**src/rtl/l1_thresh_wb_target.sv**
```systemverilog
// Wishbone target for the L1 trigger threshold port.
// Holds per-beam threshold and sub-threshold registers. A CTRL start command
// streams the whole set (thresholds first, then sub-thresholds) to the
// beam-threshold loaders. Register writes arriving while the stream is being
// produced are held off, so the datapath only ever sees a consistent set.
//
// Stream handshake: a word moves on every rising clock edge where
// thr_tvalid_o and thr_tready_i are both high. Once thr_tvalid_o rises,
// thr_tdata_o, thr_tuser_o and thr_tlast_o stay fixed until that transfer,
// and thr_tvalid_o never falls without a transfer.
module l1_thresh_wb_target #(
    parameter int NBEAMS         = 46,
    parameter int THRESH_BITS    = 18,
    parameter int THRESH_DEFAULT = 4000
) (
    input  logic                   wb_clk_i,
    input  logic                   wb_rst_ni,
    input  logic                   wb_cyc_i,
    input  logic                   wb_stb_i,
    input  logic                   wb_we_i,
    input  logic [12:0]            wb_adr_i,
    input  logic [31:0]            wb_dat_i,
    input  logic [3:0]             wb_sel_i,
    output logic                   wb_ack_o,
    output logic                   wb_err_o,
    output logic                   wb_rty_o,
    output logic [31:0]            wb_dat_o,
    output logic [THRESH_BITS-1:0] thr_tdata_o,
    output logic [7:0]             thr_tuser_o,
    output logic                   thr_tvalid_o,
    input  logic                   thr_tready_i,
    output logic                   thr_tlast_o,
    output logic                   update_done_o
);

    typedef enum logic [1:0] {S_IDLE, S_LOAD, S_STREAM, S_DONE} state_t;

    localparam logic [8:0]             LAST_IDX = 9'(2 * NBEAMS - 1);
    localparam logic [8:0]             NB9      = 9'(NBEAMS);
    localparam logic [10:0]            NB11     = 11'(NBEAMS);
    localparam logic [7:0]             NB8      = 8'(NBEAMS);
    localparam logic [THRESH_BITS-1:0] DEF_VAL  = THRESH_BITS'(THRESH_DEFAULT);

    state_t                 state, state_nxt;
    logic [THRESH_BITS-1:0] thr_q [NBEAMS];
    logic [THRESH_BITS-1:0] sub_q [NBEAMS];
    logic [15:0]            upd_count;
    logic [8:0]             idx;

    logic        is_ctrl, is_cnt, is_thr, is_sub, in_range, reg_hit;
    logic        stall, accept, start;
    logic        busy, done_pulse, xfer, load_word;
    logic [6:0]  n;
    logic [31:0] rd_data;
    logic [8:0]  nxt_idx, sub_idx;
    logic        nxt_is_sub;
    logic [6:0]  nxt_beam;
    logic [THRESH_BITS-1:0] nxt_data;
    logic        unused_inputs;

    // Address decode; beam index is only trusted once in_range holds.
    assign is_ctrl  = (wb_adr_i == 13'h0000);
    assign is_cnt   = (wb_adr_i == 13'h0001);
    assign is_thr   = (wb_adr_i[12:11] == 2'b01);
    assign is_sub   = (wb_adr_i[12:11] == 2'b10);
    assign in_range = (wb_adr_i[10:0] < NB11);
    assign n        = wb_adr_i[6:0];
    assign reg_hit  = (is_thr | is_sub) & in_range;

    // Only register-file writes wait; the DONE cycle is already safe to write.
    assign stall  = wb_we_i & reg_hit & ((state == S_LOAD) | (state == S_STREAM));
    assign accept = wb_cyc_i & wb_stb_i & ~wb_ack_o & ~stall;
    assign start  = accept & wb_we_i & is_ctrl & wb_dat_i[0];

    assign wb_err_o = 1'b0;
    assign wb_rty_o = 1'b0;

    assign unused_inputs = ^{wb_sel_i, wb_dat_i, sub_idx};

    // State register.
    always_ff @(posedge wb_clk_i or negedge wb_rst_ni) begin
        if (!wb_rst_ni) state <= S_IDLE;
        else            state <= state_nxt;
    end

    // Next-state logic: IDLE -> LOAD -> STREAM (until last word moves) -> DONE.
    always_comb begin
        state_nxt = state;
        case (state)
            S_IDLE:   if (start) state_nxt = S_LOAD;
            S_LOAD:   state_nxt = S_STREAM;
            S_STREAM: if (xfer && idx == LAST_IDX) state_nxt = S_DONE;
            S_DONE:   state_nxt = S_IDLE;
            default:  state_nxt = S_IDLE;
        endcase
    end

    // FSM outputs and stream-advance strobes.
    always_comb begin
        busy       = (state != S_IDLE);
        done_pulse = (state == S_DONE);
        xfer       = thr_tvalid_o & thr_tready_i;
        load_word  = (state == S_LOAD) | ((state == S_STREAM) & xfer & (idx != LAST_IDX));
    end

    assign update_done_o = done_pulse;

    // Select the word to be registered next (index 0 when entering LOAD).
    always_comb begin
        nxt_idx    = (state == S_LOAD) ? 9'd0 : idx + 9'd1;
        sub_idx    = nxt_idx - NB9;
        nxt_is_sub = (nxt_idx >= NB9);
        nxt_beam   = nxt_is_sub ? sub_idx[6:0] : nxt_idx[6:0];
        nxt_data   = nxt_is_sub ? sub_q[nxt_beam] : thr_q[nxt_beam];
    end

    // Stream output register: load a word, or drop valid after the final transfer.
    always_ff @(posedge wb_clk_i or negedge wb_rst_ni) begin
        if (!wb_rst_ni) begin
            idx          <= 9'd0;
            thr_tvalid_o <= 1'b0;
            thr_tdata_o  <= '0;
            thr_tuser_o  <= 8'h00;
            thr_tlast_o  <= 1'b0;
        end else if (load_word) begin
            idx          <= nxt_idx;
            thr_tvalid_o <= 1'b1;
            thr_tdata_o  <= nxt_data;
            thr_tuser_o  <= {nxt_is_sub, nxt_beam};
            thr_tlast_o  <= (nxt_idx == LAST_IDX);
        end else if (xfer) begin
            thr_tvalid_o <= 1'b0;
            thr_tlast_o  <= 1'b0;
        end
    end

    // Threshold register file.
    always_ff @(posedge wb_clk_i or negedge wb_rst_ni) begin
        if (!wb_rst_ni) begin
            for (int i = 0; i < NBEAMS; i++) begin
                thr_q[i] <= DEF_VAL;
                sub_q[i] <= DEF_VAL;
            end
        end else if (accept && wb_we_i && reg_hit) begin
            if (is_thr) thr_q[n] <= wb_dat_i[THRESH_BITS-1:0];
            else        sub_q[n] <= wb_dat_i[THRESH_BITS-1:0];
        end
    end

    // Completed-update counter, wraps naturally at 16 bits.
    always_ff @(posedge wb_clk_i or negedge wb_rst_ni) begin
        if (!wb_rst_ni)      upd_count <= 16'h0000;
        else if (done_pulse) upd_count <= upd_count + 16'h0001;
    end

    // Read-data mux; unmapped and out-of-range addresses read as zero.
    always_comb begin
        rd_data = 32'h0;
        if (is_ctrl)                rd_data = {16'h0, NB8, 6'h0, busy, 1'b0};
        else if (is_cnt)            rd_data = {16'h0, upd_count};
        else if (is_thr && in_range) rd_data = 32'(thr_q[n]);
        else if (is_sub && in_range) rd_data = 32'(sub_q[n]);
    end

    // Single-cycle ack with read data, zero whenever ack is low.
    always_ff @(posedge wb_clk_i or negedge wb_rst_ni) begin
        if (!wb_rst_ni) begin
            wb_ack_o <= 1'b0;
            wb_dat_o <= 32'h0;
        end else begin
            wb_ack_o <= accept;
            wb_dat_o <= (accept && !wb_we_i) ? rd_data : 32'h0;
        end
    end

endmodule

```
**config.mk**
```make
export PLATFORM = sky130hd
export DESIGN_NAME = l1_thresh_wb_target
export DESIGN_NICKNAME = d
export VERILOG_FILES = /design/src/rtl/l1_thresh_wb_target.sv
export SDC_FILE = /design/constraint.sdc
export NUM_CORES = 2
export LEC_CHECK = 0
export ABC_AREA = 0
export CAP_MARGIN = 20
export CORE_UTILIZATION = 30
export DETAILED_ROUTE_END_ITERATION = 16
export PLACE_DENSITY_LB_ADDON = 0.15
export RECOVER_POWER = 25
export SETUP_SLACK_MARGIN = 0.3
export SYNTH_ARGS = -nofsm -noshare
export SYNTH_HDL_FRONTEND = slang
export SYNTH_SLANG_ARGS = --single-unit
```
**constraint.sdc**
```tcl
create_clock -name wb_clk_i -period 3.5 [get_ports wb_clk_i]
set_input_delay 0.525 -clock wb_clk_i [delete_from_list [all_inputs] [get_ports wb_clk_i]]
set_output_delay 0.525 -clock wb_clk_i [all_outputs]
set_load 0.05 [all_outputs]
```
======== Yosys cells after proc, flatten, opt, wreduce, memory -nomap -nowiden ========
Cells that the tools add are included.
operators by class
  add/sub/neg operators ................... 3
  multiply operators ...................... 0
  divide/modulo/power cells ............... 0
  magnitude comparators ................... 5
  eq/ne operators ......................... 11
  shift-type cells ........................ 0
  muxes and demuxes ....................... 30
  bitwise gates (word level) .............. 20
  reductions and logical operators ........ 15
operators with widths
  operator                                                                       count
  828-bit bitwise mux                                                            2
  18-bit binary-select mux with 6-bit select                                     4
  18-bit 2-to-1 mux                                                              14
  18-bit demux with 6-bit select                                                 1
  32-bit 2-to-1 mux                                                              1
  9-bit by 7-bit equality test with 1-bit output, second input constant          2
  16-bit by 1-bit adder with 16-bit output, second input constant                1
  8-bit by 7-bit >= comparator with 1-bit output, second input constant          2
  7-bit inverter with 8-bit output                                               2
  13-bit by 1-bit equality test with 1-bit output, second input constant         1
  13-bit logical NOT                                                             1
  1-bit bitwise AND                                                              12
  11-bit by 6-bit less-than comparator with 1-bit output, second input constant  1
  9-bit by 1-bit adder with 9-bit output, second input constant                  1
  9-bit by 6-bit >= comparator with 1-bit output, second input constant          1
  9-bit 2-to-1 mux                                                               1
  9-bit by 7-bit != test with 1-bit output, second input constant                1
  8-bit by 1-bit less-than comparator with 1-bit output, second input constant   1
  2-bit one-hot mux with 4 select lines                                          1
  1-bit logical AND                                                              7
  7-bit 2-to-1 mux                                                               1
  7-bit by 6-bit subtractor with 7-bit output, second input constant             1
  2-bit equality test, second input constant                                     3
  2-bit AND reduction                                                            3
  other kinds (9)                                                                19
storage, ports and cells
  register bits ........................... 1744
  latch bits .............................. 0
  bits in writable memories ............... 0
  memory bits (read-only) ................. 0
  input bits .............................. 55
  output and inout port bits .............. 64
  logic and storage cells ................. 185
  memories kept ........................... 0

======== Longest topological paths before layout ========
  word-level depth ........................ 12
  mapped depth ............................ 21
  gate-level depth less buffers ........... 15

======== Least setup slack after synthesis ========
No wires, ideal clock.
  path type ............................... reg2reg
  start point ............................. reg, netlist name thr_tuser_o[0]
  end point ............................... reg thr_tdata_o[6]
  setup time .............................. 104 ps
  arrival ................................. 3665 ps
  required time ........................... 3396 ps
  setup slack ............................. -268 ps
  stages on the path, launching flop included .. 17
  buffers on the path ..................... 2
  clock period less this slack ............ 3768 ps
  path through ............................ dfrtp_1 ha_1 xor2_1 nand2b_1 inv_1 clkbuf_1 ha_1 nand2b_1 o21a_1 a21oi_1 nand2b_1 clkbuf_1 mux4_2 mux2_2 o21ai_0 nor2_1 o41ai_2
RTL lines
  what                    line  RTL
  end signal: assignment  128   thr_tdata_o <= nxt_data;
  end: declaration        28    output logic [THRESH_BITS-1:0] thr_tdata_o,

==> load_flow_metrics.sql <==
INSERT INTO impl_metrics (metric_group, metric, value, unit) VALUES
('clock_network', 'cts.root.buffer_cell', 'clkbuf_16', ''),
('cells_and_area', 'final_core_utilization', '37.7', '%'),
('detailed_routing', 'route.detailed.vias_per_inst', '5.61', ''),
('timing', 'holdWs', '0.229', 'ns'),
('flow_run', 'drv.max_cap_violation_count', '2', ''),
('critical_path', 'reg2reg_from', 'thr_tuser_o[0]', ''),
('placed_design', 'post-place-ws', '-0.999', 'ns'),
('placed_design', 'placed_cells', '11000', ''),
('global_route', 'gr-usage-all-layers', '24.0', '%'),
('placed_design', 'dpl-instance-area', '0.107', 'sq mm'),
('global_route', 'grt_antenna_before_repair', '36', ''),
('timing', 'report.final.setup_viol', '18', ''),
('floorplanning', 'core_area', '0.309', 'sq mm'),
('critical_path', 'critPathCaptureType', 'register', ''),
('synth', 'seq_area_frac_synth', '47.0', '%'),
('critical_path', 'reg2reg_slack', '-0.43', 'ns'),
('floorplanning', 'num_io_pins', '119', ''),
('cells_and_area', 'fraction_of_final_layout_cells_with_drive_strength_greater_than_1', '63.1', '%'),
('critical_path', 'cp-endpoint', 'thr_tdata_o[10]', ''),
('critical_path', 'cp_max_fo', '12', ''),
('synth', 'yosysUniqueCellTypes', '73', ''),
('detailed_routing', 'wirelength', '380000', 'microns'),
('detailed_routing', 'drcViolationCount', '0', ''),
('global_route', 'grt_first_pass_wirelength', '537000', 'microns'),
('global_route', 'grt_max_degree', '147', ''),
('floorplanning', 'fp.dieH', '560', 'microns'),
('cells_and_area', 'final_cell_area', '0.117', 'sq mm'),
('run_status', 'run_status', 'finished with violations', ''),
('critical_path', 'crit_path_start', 'thr_tuser_o[0]', ''),
('timing', 'layout_setup_ws', '-0.430', 'ns'),
('critical_path', 'crit_required', '4.26', 'ns'),
('synth', 'mean_instance_size_in_the_synthesized_netlist', '14.3', 'sq um'),
('synth', 'synth.cell_area', '0.0935', 'sq mm'),
('power_and_ir_drop', 'static_leak', '49.3', 'nW'),
('power_and_ir_drop', 'power.total', '55.9', 'mW'),
('floorplanning', 'die_width', '560', 'microns'),
('run_status', 'failing_checks', 'max-capacitance violations, max-slew violations, negative setup slack', ''),
('cells_and_area', 'mostFrequentLayoutCells', '1,670 x mux2_2, 1,175 x dfrtp_1, 808 x mux4_2', ''),
('clock_network', 'htree_levels', '4', ''),
('synth', 'yosys_warnings', '0', ''),
('synth', 'synth_top_area_share', '31.5', '%'),
('power_and_ir_drop', 'clkPwrFrac', '40.4', '%'),
('timing', 'finalMaxSlewViolations', '156', ''),
('detailed_routing', 'antenna_violating_nets_post_route', '0', ''),
('power_and_ir_drop', 'sequential_power_share', '36.2', '%'),
('power_and_ir_drop', 'power.density', '480', 'mW/mm^2'),
('power_and_ir_drop', 'intPower', '38.6', 'mW'),
('power_and_ir_drop', 'peakVddDrop', '0.397', 'mV'),
('clock_network', 'sink_count_of_the_clock_tree', '1729', ''),
('timing', 'fmaxAchievable', '0.254', 'GHz'),
('timing', 'setup_repair_after_global_routing_missed_its_margin', 'true', ''),
('detailed_routing', 'routed-via-count', '64400', ''),
('floorplanning', 'design.die.area', '0.314', 'sq mm'),
('synth', 'postSynth.topFlopCell', 'dfrtp_1', ''),
('critical_path', 'critPathKind', 'reg -> reg', ''),
('cells_and_area', 'design.final.nets', '7230', ''),
('cells_and_area', 'mostFrequentLayoutCell', 'mux2_2', ''),
('placed_design', 'gp_routability_congestion', '0.919', ''),
('clock_network', 'cts-root-to-sink-buffers', '4', ''),
('timing', 'hold_viol', '0', ''),
('cells_and_area', 'area_growth', '24.7', '%'),
('timing', 'final.setup.tns', '-5.71', 'ns'),
('synth', 'synth.top_cells.by_area', 'dfrtp_1 32%, mux2_2 20%, mux4_2 19%', ''),
('worst_hold_path', 'min-delay-path-class', 'in -> reg', ''),
('timing', 'timing_worst_slew_pin_value', '1.97', 'ns'),
('placed_design', 'hpwlAfterDp', '255000', 'microns'),
('floorplanning', 'num_rows', '204', ''),
('detailed_routing', 'detailedRoute.firstIterationViolations', '5442', ''),
('cells_and_area', 'fill_count', '29300', ''),
('global_route', 'first_global_vias', '66100', ''),
('critical_path', 'worstRegToRegCells', '17', '');
==> critical path: stages, from the launching register on <==
cell	delay [ns]
dfrtp_2	0.42
ha_4	0.27
or3b_4	0.36
mux2i_2	0.18
nand4_1	0.17
buf_4	0.19
buf_6	0.12
a21oi_4	0.16
buf_6	0.12
o211ai_1	0.10
buf_4	0.17
buf_12	0.16
nor2_1	0.20
buf_4	0.22
nand3_1	0.37
nand4_1	0.30
buf_4	0.15
a31oi_1	0.09
==> per-layer routing <==
metal  up-vias  GRT usage (%)  routed length (microns)
met4         8           8.72                    14700
met2      2206           36.4                   170000
met1     35400           34.2                   171000
met3       559           4.17                    24000
met5         -              0                       56
li1      26200              -                        -
==> layout make-up <==
type / instances / area (sq um) / share of cell area [%]
antenna: 14 / 35.0 / 0.0301
clock buffer: 335 / 6470 / 5.56
clock inverter: 59 / 622 / 0.534
inverter: 54 / 203 / 0.174
multi-input combinational: 4131 / 48300 / 41.5
sequential: 1729 / 44000 / 37.7
tap: 4120 / 5150 / 4.42
timing repair buffer: 1039 / 11800 / 10.1
==> flip-flops by register name, indices dropped and copies added (netlist names) <==
name,flops
thr_tdata_o,18
thr_tvalid_o,1
state,2
idx,8
wb_ack_o,1
thr_tuser_o,8
thr_tlast_o,1
thr_q,828
upd_count,16
sub_q,828
wb_dat_o,18
==> repair_timing <==
action                                 4_1_cts  5_1_grt
hold buffers                                 1        0
gates resized for setup                    257      158
setup endpoints to repair                   21       19
gates cloned                                10        3
pin swaps                                   48       66
endpoints found under the hold margin      105        0
buffers inserted                            46       27
==> power by group through the flow <==
stage	logic [mW]	clock network [mW]	registers (mW)
after floorplan	5.67	0	20.7
after global placement	11.9	0	20.6
after detailed placement	11.9	0	20.6
after CTS	12.8	23.2	20.3
after global routing	13.6	23.9	20.3
final	13.0	22.6	20.3
==> logic make-up (layout without fill, tap and decap cells) <==
| family | count (synthesis) | in the layout | share of synthesized area [%] |
|---|---|---|---|
| other cells | 1 | 30 | 0.00401 |
| xor+xnor | 22 | 22 | 0.206 |
| compound gates | 493 | 495 | 3.46 |
| buf+inv | 689 | 1487 | 3.14 |
| fa+ha+maj | 9 | 9 | 0.120 |
| flops | 1729 | 1729 | 47.0 |
| simple gates | 916 | 916 | 4.32 |
| mux | 2673 | 2673 | 41.7 |
==> how the worst min path moves through the flow <==
stage,from,end,slack [ns],cells past startpoint
finish,wb_dat_i[5],sub_q[257],0.23,2
CTS,wb_dat_i[5],sub_q[311],0.18,2
floorplan,wb_rst_ni,idx[1],0.23,0
detailed placement,wb_rst_ni,sub_q[121],0.47,1
global route,wb_dat_i[5],sub_q[311],0.23,2
global placement,wb_rst_ni,sub_q[121],0.48,1
==> cell usage after synthesis (all sizes together) (7+ instances only) <==
cell and number:
a22oi 26, mux4 810, a31oi 28, and3 29
xnor2 15, a221oi 13, inv 54, nand2 502
dfstp 552, nor2b 13, o221ai 18, nand2b 12
mux2 1671, nand4 15, mux2i 192, a21oi 128
clkbuf 382, nor3 27, xor2 7, a311oi 19
a211o 7, a32oi 13, o21ai 80, o211ai 20
o22ai 62, and2 16, a211oi 36, nand3 105
nor2 162, nor4 18, ha 9, dfrtp 1177
buf 253
(Power assumes the default switching activity.)
